===== config.mk =====
export PLATFORM = sky130hd
export DESIGN_NAME = key_scanner
export DESIGN_NICKNAME = d
export VERILOG_FILES = /design/src/rtl/key_scanner_pkg.sv /design/src/rtl/key_debounce.sv /design/src/rtl/key_scanner.sv
export SDC_FILE = /design/constraint.sdc
export NUM_CORES = 1
export LEC_CHECK = 0
export ABC_CLOCK_PERIOD_IN_PS = 2700
export BUFFER_PORTS_ARGS = -buffer_cell sky130_fd_sc_hd__buf_2
export CAP_MARGIN = 5
export CORE_AREA = 4 4 83 85
export CTS_CLUSTER_SIZE = 24
export DETAILED_ROUTE_END_ITERATION = 6
export DIE_AREA = 0 0 87 89
export PLACE_DENSITY = 0.57
export SYNTH_ARGS = -nofsm -noshare
export SYNTH_HDL_FRONTEND = slang
export SYNTH_SLANG_ARGS = --single-unit

===== constraint.sdc =====
create_clock -name clk -period 2.7 [get_ports clk]
set_clock_uncertainty 0.1 [all_clocks]
set_input_delay 0.135 -clock clk [delete_from_list [all_inputs] [get_ports clk]]
set_output_delay 0.135 -clock clk [all_outputs]
set_load 0.02 [all_outputs]

===== src/rtl/key_scanner_pkg.sv =====
// Shared types and constants for the 4x4 key matrix scanner.
package key_scanner_pkg;
    localparam int NUM_COLS = 4;
    localparam int NUM_ROWS = 4;
    localparam int KEY_W    = 4;

    typedef enum logic [1:0] {
        IDLE,
        CANDIDATE,
        PRESSED,
        RELEASE
    } kstate_e;

    // Returns {none, code}: code is the lowest set bit index, none flags an empty frame.
    function automatic logic [KEY_W:0] lowest_key(input logic [NUM_COLS*NUM_ROWS-1:0] frame);
        logic [KEY_W:0] pick;
        pick = {1'b1, {KEY_W{1'b0}}};
        for (int i = NUM_COLS*NUM_ROWS-1; i >= 0; i--) begin
            if (frame[i]) pick = {1'b0, KEY_W'(i)};
        end
        return pick;
    endfunction
endpackage


===== src/rtl/key_debounce.sv =====
// Frame-level debounce FSM; outputs registered, one frame evaluation per frame_vld_i pulse.
// Optional auto-repeat while held is built only with KEY_SCANNER_REPEAT_EN defined.
module key_debounce
    import key_scanner_pkg::*;
#(
    parameter int DEBOUNCE_CNT = 8,
    parameter int REPEAT_DELAY = 32,
    parameter int REPEAT_RATE  = 8
) (
    input  logic             clk,
    input  logic             reset,
    input  logic             frame_vld_i,
    input  logic [KEY_W-1:0] code_i,
    input  logic             none_i,
    output logic [KEY_W-1:0] key_code_o,
    output logic             key_valid_o,
    output logic             key_held_o
);
    localparam int CNT_W = $clog2(DEBOUNCE_CNT + 1);
    localparam logic [CNT_W-1:0] CNT_DONE = CNT_W'(DEBOUNCE_CNT);

    if (DEBOUNCE_CNT < 1 || REPEAT_DELAY < 1 || REPEAT_RATE < 1) begin : g_bad_cfg
        $error("key_debounce: DEBOUNCE_CNT, REPEAT_DELAY and REPEAT_RATE must be >= 1");
    end

    kstate_e          state_q;
    logic [KEY_W-1:0] cand_q;
    logic [KEY_W-1:0] code_q;
    logic [CNT_W-1:0] cnt_q;
    logic             valid_q;
    logic             held_q;

    logic [CNT_W-1:0] cnt_inc;
    logic             same_cand;
    logic             same_key;

    assign cnt_inc   = cnt_q + CNT_W'(1);
    assign same_cand = !none_i && (code_i == cand_q);
    assign same_key  = !none_i && (code_i == code_q);

`ifdef KEY_SCANNER_REPEAT_EN
    localparam int RPT_W = $clog2((REPEAT_DELAY > REPEAT_RATE ? REPEAT_DELAY : REPEAT_RATE) + 1);
    logic [RPT_W-1:0] rpt_q;
    logic [RPT_W-1:0] rpt_inc;
    logic             first_done_q;
    logic             rpt_fire;

    assign rpt_inc  = rpt_q + RPT_W'(1);
    assign rpt_fire = first_done_q ? (rpt_inc == RPT_W'(REPEAT_RATE))
                                   : (rpt_inc == RPT_W'(REPEAT_DELAY));
`endif

    always_ff @(posedge clk) begin
        if (reset) begin
            state_q <= IDLE;
            cand_q  <= '0;
            code_q  <= '0;
            cnt_q   <= '0;
            valid_q <= 1'b0;
            held_q  <= 1'b0;
`ifdef KEY_SCANNER_REPEAT_EN
            rpt_q        <= '0;
            first_done_q <= 1'b0;
`endif
        end else begin
            valid_q <= 1'b0;
            if (frame_vld_i) begin
                unique case (state_q)
                    IDLE: if (!none_i) begin
                        cand_q <= code_i;
                        cnt_q  <= CNT_W'(1);
                        if (CNT_DONE == CNT_W'(1)) begin
                            state_q <= PRESSED;
                            code_q  <= code_i;
                            valid_q <= 1'b1;
                            held_q  <= 1'b1;
                        end else begin
                            state_q <= CANDIDATE;
                        end
                    end
                    CANDIDATE: if (none_i) begin
                        state_q <= IDLE;
                    end else if (same_cand) begin
                        cnt_q <= cnt_inc;
                        if (cnt_inc == CNT_DONE) begin
                            state_q <= PRESSED;
                            code_q  <= cand_q;
                            valid_q <= 1'b1;
                            held_q  <= 1'b1;
                        end
                    end else begin
                        cand_q <= code_i;
                        cnt_q  <= CNT_W'(1);
                    end
                    PRESSED: if (!same_key) begin
                        cnt_q <= CNT_W'(1);
                        if (CNT_DONE == CNT_W'(1)) begin
                            state_q <= IDLE;
                            held_q  <= 1'b0;
                        end else begin
                            state_q <= RELEASE;
                        end
                    end
                    RELEASE: if (same_key) begin
                        state_q <= PRESSED;
                    end else begin
                        cnt_q <= cnt_inc;
                        if (cnt_inc == CNT_DONE) begin
                            state_q <= IDLE;
                            held_q  <= 1'b0;
                        end
                    end
                    default: state_q <= IDLE;
                endcase
            end
`ifdef KEY_SCANNER_REPEAT_EN
            // Repeat timing restarts on every entry to PRESSED.
            if (state_q != PRESSED) begin
                rpt_q        <= '0;
                first_done_q <= 1'b0;
            end else if (frame_vld_i && same_key) begin
                rpt_q <= rpt_fire ? '0 : rpt_inc;
                if (rpt_fire) begin
                    first_done_q <= 1'b1;
                    valid_q      <= 1'b1;
                end
            end
`endif
        end
    end

    assign key_code_o  = code_q;
    assign key_valid_o = valid_q;
    assign key_held_o  = held_q;
endmodule


===== src/rtl/key_scanner.sv =====
// 4x4 matrix scanner: column divider, one-hot active-low drive and frame capture feeding key_debounce.
// Press latency up to (DEBOUNCE_CNT+1)*4*SCAN_DIV+2 cycles; auto-repeat with KEY_SCANNER_REPEAT_EN.
module key_scanner
    import key_scanner_pkg::*;
#(
    parameter int SCAN_DIV     = 1000,
    parameter int DEBOUNCE_CNT = 8,
    parameter int REPEAT_DELAY = 32,
    parameter int REPEAT_RATE  = 8
) (
    input  logic                clk,
    input  logic                reset,
    input  logic [NUM_ROWS-1:0] rows,
    output logic [NUM_COLS-1:0] col,
    output logic [KEY_W-1:0]    key_code,
    output logic                key_valid,
    output logic                key_held
);
    localparam int DIV_W   = $clog2(SCAN_DIV);
    localparam int CI_W    = $clog2(NUM_COLS);
    localparam int FRAME_W = NUM_COLS * NUM_ROWS;
    localparam logic [DIV_W-1:0] DIV_LAST = DIV_W'(SCAN_DIV - 1);

    if (SCAN_DIV < 2) begin : g_bad_div
        $error("key_scanner: SCAN_DIV must be >= 2");
    end

    logic [DIV_W-1:0]    div_q, div_d;
    logic [CI_W-1:0]     col_idx_q, col_idx_d;
    logic [NUM_COLS-1:0] col_q;
    logic [FRAME_W-1:0]  frame_q;
    logic                frame_vld_q;
    logic                tc;
    logic [KEY_W:0]      pick;

    assign tc = (div_q == DIV_LAST);

    always_comb begin
        div_d     = tc ? '0 : div_q + DIV_W'(1);
        col_idx_d = tc ? col_idx_q + CI_W'(1) : col_idx_q;
    end

    // The sample at terminal count belongs to the column being driven now.
    always_ff @(posedge clk) begin
        if (reset) begin
            div_q       <= '0;
            col_idx_q   <= '0;
            col_q       <= ~NUM_COLS'(1);
            frame_q     <= '0;
            frame_vld_q <= 1'b0;
        end else begin
            div_q       <= div_d;
            col_idx_q   <= col_idx_d;
            frame_vld_q <= tc && (col_idx_q == CI_W'(NUM_COLS - 1));
            if (tc) begin
                frame_q[col_idx_q*NUM_ROWS +: NUM_ROWS] <= ~rows;
                col_q <= ~(NUM_COLS'(1) << col_idx_d);
            end
        end
    end

    assign pick = lowest_key(frame_q);
    assign col  = col_q;

    key_debounce #(
        .DEBOUNCE_CNT(DEBOUNCE_CNT),
        .REPEAT_DELAY(REPEAT_DELAY),
        .REPEAT_RATE (REPEAT_RATE)
    ) u_debounce (
        .clk        (clk),
        .reset      (reset),
        .frame_vld_i(frame_vld_q),
        .code_i     (pick[KEY_W-1:0]),
        .none_i     (pick[KEY_W]),
        .key_code_o (key_code),
        .key_valid_o(key_valid),
        .key_held_o (key_held)
    );
endmodule


==> results.yml, run 1 <==
run_status:
  outcome: "complete, no violations"
timing:
  fmax_mhz: 397
  period_share_pct: 93.2
  fin_tns_setup_ns: 0
  fin_crit_ns: 2.52
  hold_violations: 0
  relSlewSlack_pct: 62.4
  rsz0062_at_grt: "no"
  setup_viol: 0
  drv_slew: 0
  worst_pin_slew_ns: 0.565
grt:
  grt_pass1_wl_um: 8640
  antenna_found_initial: 0
  grt_max_degree: 31
  grt_pass1_vias: 1859
  track_usage_pct: 13.9
  grt-ovfl-total: 0
cells_and_area:
  fin_util_pct: 44.3
  drive_above_1_share_pct: 13.1
  areaGrowthSynthToFinish_pct: 13.1
  fin_area_um2: 2750
  layout.nets: 326
  diodes: 0
clock_network:
  cts_root_buf: "clkbuf_8"
  numCtsBuffers: 5
  clk-insertion-delay-late_ns: 0.30
  ctsResizeCount: 0
  cts_sinks: 49
  ctsHoldBuffers: 0
  clk_pin_slew_ns: 0.09
  cts_setup_buffers: 0
  htree_levels: 2
  cts_buffer_depth: 2
  cts_tree: "done"
route:
  drcViolationCount: 0
  via_per_inst: 5.13
  post_drt_wl_per_cell_um: 12.8
  drtPass1Iterations: 4
  routed_wl_um: 5010
  vias: 2007
  postRouteAntennaNets: 0
  drtIter0Drc: 54
worst_setup_path:
  path_cells: "or4_1, o32ai_1, a21oi_2, xor2_1, o211ai_4, o311ai_4, mux2i_1, nor2_1"
  r2r-start: "frame_q[1]"
  r2r_end: "u_debounce.cand_q[0]"
  cp_slowest_cell: "or4_1"
  endpoint_kind: "flip-flop"
  crit_path_start_kind: "flip-flop"
  required_ns: 2.78
  critPathKind: "reg2reg"
  r2r_slack_ns: 0.18
  slowest_delay_ns: 0.56
  rr_worst_depth: 8
  cp_max_fo: 7
  crit_arrival_ns: 2.60
synthesis:
  synth_area_leaders: "dfxtp_1 (40%), nor2_1 (8.0%), a21oi_1 (5.4%), nor3_1 (4.7%), ha_1 (3.6%)"
  yosysSeqAreaShare_pct: 40.4
  synth_nets: 306
  avgSynthCellArea_um2: 8.29
  netlist_instances: 293
  syn_area_um2: 2430
  ys.flop_type: "dfxtp_1"
  yosysTopAreaCell: "dfxtp_1"
  synth_seq_cells: 49
  synth_edf_count: 0
  ys.warnings.count: 0
  synth.top_cell.area_share_pct: 40.4
  async_flop_share_pct: 0
  yosysUniqueCellTypes: 50
floorplanning:
  dieArea_um2: 7740
  dieHeight_um: 89
  coreArea_um2: 6200
  initial_utilization_pct: 39.1
  ioPinCount: 16
  num_rows: 29
  die_w_um: 87
power:
  p_per_area_nw_per_um2: 475
  clkPwrFrac_pct: 41.8
  power_switching_uw: 267
  irDropWorstVdd_uv: 260
  pwr-share-comb_pct: 2.3
  power_leakage_uw: 0.000987
  p_int_uw: 1040
  p_seq_share_pct: 55.9
  swShare_pct: 20.5
worst_hold_path:
  whs_path_depth: 4
  hold_end: "frame_q[14]"
  worstHoldStart: "rows[2]"
  hold_class: "in2reg"
placed_design:
  dpl_cell_area_um2: 2620
  hpwl_um: 3680
  gp_congestion: 0.829
  io_buffer_count: 15
job:
  maxCapViolCount: 0
-- worst max-delay path by stage --
stage | startpoint | to | slack, ns | cells after the start
after floorplan | frame_q[1] | u_debounce.key_code_o[0] | 0.28 | 8
after global placement | frame_q[1] | u_debounce.key_code_o[2] | 0.25 | 9
after detailed placement | frame_q[1] | u_debounce.key_code_o[1] | 0.21 | 9
after CTS | frame_q[1] | u_debounce.key_code_o[2] | 0.20 | 9
after global routing | frame_q[1] | u_debounce.cand_q[0] | 0.01 | 8
final | frame_q[1] | u_debounce.cand_q[0] | 0.18 | 8
-- Yosys cell counts (all sizes together) (2+ instances only) --
| library cell | number |
|---|---|
| inv | 12 |
| nor4 | 5 |
| ha | 7 |
| mux2i | 5 |
| nand2 | 22 |
| a21oi | 26 |
| o311ai | 2 |
| o21bai | 3 |
| nand4 | 5 |
| clkbuf | 8 |
| o32ai | 2 |
| nand2b | 3 |
| nor3b | 2 |
| nor3 | 23 |
| or2 | 2 |
| nand3 | 9 |
| xnor2 | 6 |
| a31oi | 2 |
| o21ai | 10 |
| nor2b | 3 |
| nor2 | 52 |
| and3 | 4 |
| or3 | 3 |
| or4 | 4 |
| xor2 | 8 |
| dfxtp | 49 |
| a211o | 2 |
-- layout by cell type (no fill, tap or decap), types with 9 or more instances in the layout --
| cell | netlist | routed |
|---|---|---|
| inv_1 | 12 | 12 |
| a21oi_1 | 26 | 25 |
| buf_2 | 0 | 15 |
| nor3_1 | 23 | 22 |
| nand3_1 | 9 | 9 |
| nand2_1 | 22 | 22 |
| nor2_1 | 52 | 52 |
| dfxtp_1 | 49 | 49 |
-- flip-flops by register name, summed over array words and instances (netlist names), 2 cells and up --
register and flops:
col 4, div_q 10, u_debounce.state_q 2, col_idx_q 2, u_debounce.cand_q 4, u_debounce.key_code_o 4
frame_q 16, u_debounce.cnt_q 4
-- power by group through the flow --
stage                     clock network (uW)  logic (uW)  registers [uW]
after floorplan                            0        18.5             746
after global placement                     0        30.2             747
after detailed placement                   0        30.3             747
after CTS                                560        30.3             730
after global routing                     579        33.3             730
final                                    545        29.8             730
-- logic make-up after synthesis --
kind of cell               count (synthesis)  synth area share, %
and+or+nand+nor                          142                 29.2
buffers and inverters                     21                 3.25
adders and majority gates                  7                 3.61
xor gates and xnor gates                  14                 5.36
AOI/OAI and AO/OA                         55                 16.1
DFF                                       49                 40.4
muxes                                      5                 2.06
-- stage by stage --
stage,power [uW],hold WS (ns),setup slack [ns],std cells
2_1_floorplan,764,0.255,0.284,293
5_1_grt,1340,0.131,0.0117,391
3_3_place_gp,777,0.341,0.250,383
4_1_cts,1320,0.0963,0.203,391
6_report,1300,0.103,0.183,391
3_5_place_dp,777,0.347,0.213,383
-- area by class of cell --
cell class | instances | area [um^2]
Clock buffer | 7 | 86.3
Inverter | 12 | 45.0
Tap cell | 77 | 96.3
Multi-Input combinational cell | 223 | 1380
Clock inverter | 1 | 30.0
Fill cell | 612 | 3460
Timing Repair Buffer | 22 | 131
Sequential cell | 49 | 981
-- critical path, delay by kind of cell (launching register included) --
| family | cells | cell delay, ns |
|---|---|---|
| AOI/OAI and AO/OA | 4 | 0.86 |
| and+or+nand+nor | 2 | 0.61 |
| DFF | 1 | 0.35 |
| xor gates and xnor gates | 1 | 0.26 |
| muxes | 1 | 0.23 |
-- layer usage --
metal	wire length [um]	track usage [%]	part of all wire (%)
met4	80	5.52	1.6
met1	2380	17.1	48
met5	0	0	0
met3	138	3.04	2.8
met2	2410	23.9	48
Power figures use the tool's default switching activity.
==> run 2, diff against run 1 <==
CORE_AREA = 4 4 85 87   (was 4 4 83 85)
DIE_AREA = 0 0 89 91   (was 0 0 87 89)
PLACE_DENSITY = 0.56   (was 0.57)
SYNTH_HIERARCHICAL = 1   (was not set)
==> run 2 against run 1 <==
- final cell count shrank 5.9%
- critical endpoint is now u_debounce/state_q[0]
- power down 2.3%
- clock power down 6.4%
- global-route usage down 0.80 points
- synthesized area grew 3.3%
- combinational power increased by 16%
==> results.yml, run 2 <==
timing:
  layout_setup_ws_ns: 0.219
  relSlewSlack_pct: 68.4
  hold_violations: 0
  period_share_pct: 91.9
  holdWs_ns: 0.0218
  drv_slew: 0
  fin_tns_setup_ns: 0
  setup_viol: 0
  worst_pin_slew_ns: 0.470
  fmax_mhz: 403
  fin_crit_ns: 2.48
  rsz0062_at_grt: "no"
synthesis:
  netlist_instances: 273
  synth_nets: 286
  synth_edf_count: 0
  avgSynthCellArea_um2: 9.19
  synth_seq_cells: 49
  async_flop_share_pct: 0
  ys.warnings.count: 6
  yosysTopAreaCell: "dfxtp_1"
  yosysSeqAreaShare_pct: 39.1
  netlist_top_cells_count: "dfxtp_1 (49), nor2_1 (35), nand2_1 (20)"
  ys.flop_type: "dfxtp_1"
  syn_area_um2: 2510
  synth.top_cell.area_share_pct: 39.1
  synth_area_leaders: "dfxtp_1 (39%), nor2_1 (5.2%), a21oi_1 (3.6%), mux2i_1 (3.6%), ha_1 (3.5%)"
  yosysMostFrequentCell: "dfxtp_1"
  yosysUniqueCellTypes: 56
worst_setup_path:
  cp_slowest_cell: "a2111oi_1"
  path_cells: "inv_1, a2111oi_1, o21a_1, a311o_1, xor2_1, nor4_4, a21boi_1, o32ai_1, nor2_1"
  slowest_delay_ns: 0.44
  cp_max_fo: 5
  cpLargestDelayFamily: "compound AO/OA/AOI/OAI gates"
  critPathKind: "reg2reg"
  endpoint_kind: "flip-flop"
  crit_path_start_kind: "flip-flop"
  crit_arrival_ns: 2.57
  required_ns: 2.79
  cp_num_buf_inv: 1
power:
  p_int_uw: 1010
  power_leakage_uw: 0.00105
  p_per_area_nw_per_um2: 462
  p_seq_share_pct: 57.3
  clkPwrFrac_pct: 40.0
  pwr-share-comb_pct: 2.7
  power_switching_uw: 267
  swShare_pct: 21.0
  irDropWorstVdd_uv: 201
cells_and_area:
  top_register: "frame_q"
  largest_reg_flops: 16
  fin_util_pct: 43.5
  fillerInstances: 620
  drive_above_1_share_pct: 15.1
  mostFrequentLayoutCells: "dfxtp_1 (49), nor2_1 (35), nand2_1 (20)"
  areaGrowthSynthToFinish_pct: 10.0
  fin_area_um2: 2760
  layout.nets: 304
  diodes: 0
  mostFrequentLayoutCell: "dfxtp_1"
  reg_top3: "frame_q: 16 flops, div_q: 10 flops"
floorplanning:
  dieHeight_um: 91
  initial_utilization_pct: 39.5
  ioPinCount: 16
  num_rows: 29
  die_w_um: 89
  coreArea_um2: 6350
  dieArea_um2: 8100
clock_network:
  numCtsBuffers: 5
  cts_buffer_depth: 2
  htree_levels: 2
  clk_pin_slew_ns: 0.09
  cts_setup_buffers: 0
  clk-insertion-delay-late_ns: 0.30
  cts_tree: "done"
  cts_sinks: 49
  cts_root_buf: "clkbuf_8"
grt:
  track_usage_pct: 13.1
  grt-ovfl-total: 0
  grt_pass1_wl_um: 8580
  antenna_found_initial: 0
  grt_pass1_vias: 1862
  grt_max_degree: 23
placed_design:
  io_buffer_count: 15
  pre_cts_ws_ns: 0.145
  dpl_cell_area_um2: 2660
  hpwl_um: 3720
  gp_congestion: 0.788
route:
  post_drt_wl_per_cell_um: 13.7
  via_per_inst: 5.34
  routed_wl_um: 5050
  drtPass1Iterations: 4
  vias: 1964
  drtIter0Drc: 107
  drcViolationCount: 0
  postRouteAntennaNets: 0
run_status:
  outcome: "complete, no violations"
job:
  maxCapViolCount: 0
worst_hold_path:
  hold_class: "in2reg"
## run 2: cell types whose count changed after synthesis, sizes merged, moves of 4 or more
cell and change:
a21oi -8, a31oi +4, a32o +8, clkbuf -4, mux2i +4, nor2 -17, nor3 -7, o21ai -8
or3 +6, or4 -4
## run 2: path summary, 6_finish.rpt
kind / start / to / slack (ns) / cells after the start
worst max register to register: frame_q[5] / u_debounce/state_q[0] / 0.22 / 9
worst max-delay path: frame_q[5] / u_debounce/state_q[0] / 0.22 / 9
worst min-delay path: rows[3] / frame_q[3] / 0.02 / 3
worst min register to register: u_debounce/key_held_o / u_debounce/key_held_o / 0.36 / 2
## run 2: metal layers
layer | up-vias | track usage (%) | wire length, um
li1 | 1005 | - | -
met1 | 931 | 18.0 | 2580
met2 | 26 | 20.2 | 2290
met3 | 2 | 3.80 | 149
met4 | 0 | 3.60 | 29
met5 | - | 0 | 0
## run 2: power by group through the flow
stage	clock [uW]	sequential, uW	combinational, uW
final	510	730	34.7
after global routing	561	731	38.7
after CTS	536	730	35.0
after detailed placement	0	747	34.9
after global placement	0	746	35.3
after floorplan	0	745	22.2
## run 2: area by class of cell
| class | instances | area (um^2) | area share, % |
|---|---|---|---|
| clock buffer | 5 | 68.8 | 2.49 |
| clock inverter | 2 | 35.0 | 1.27 |
| inverter | 12 | 45.0 | 1.63 |
| multi-input combinational | 204 | 1430 | 51.8 |
| sequential | 49 | 981 | 35.5 |
| tap | 77 | 96.3 | 3.49 |
| timing repair buffer | 19 | 105 | 3.81 |
## run 2: worst register-to-register path, cell delays in order, from the launching register on
cell       delay [ns]
dfxtp_1          0.40
inv_1            0.06
a2111oi_1        0.44
o21a_1           0.19
a311o_1          0.22
xor2_1           0.13
nor4_4           0.38
a21boi_1         0.12
o32ai_1          0.28
nor2_1           0.06
## run 2: through the flow
| step | std cells | power [uW] |
|---|---|---|
| floorplan | 273 | 767 |
| global placement | 361 | 782 |
| detailed placement | 361 | 781 |
| CTS | 368 | 1300 |
| global route | 368 | 1330 |
| finish | 368 | 1270 |
## run 2: cells by family (layout without fill, tap and decap cells)
group                      count (synthesis)  count (layout)  synth area share [%]
AOI/OAI and AO/OA                         50              50                  15.9
adders and majority gates                  7               7                  3.49
buffers and inverters                     20              38                  3.99
DFF                                       49              49                  39.1
and+or+nand+nor                          121             121                  28.0
xor gates and xnor gates                  17              17                  5.94
muxes                                      9               9                  3.59
## run 2: what timing repair did
| action | in CTS | in global routing |
|---|---|---|
| endpoints found under the setup margin | 0 | 11 |
| resized for setup | 0 | 1 |
| hold buffers | 0 | 0 |
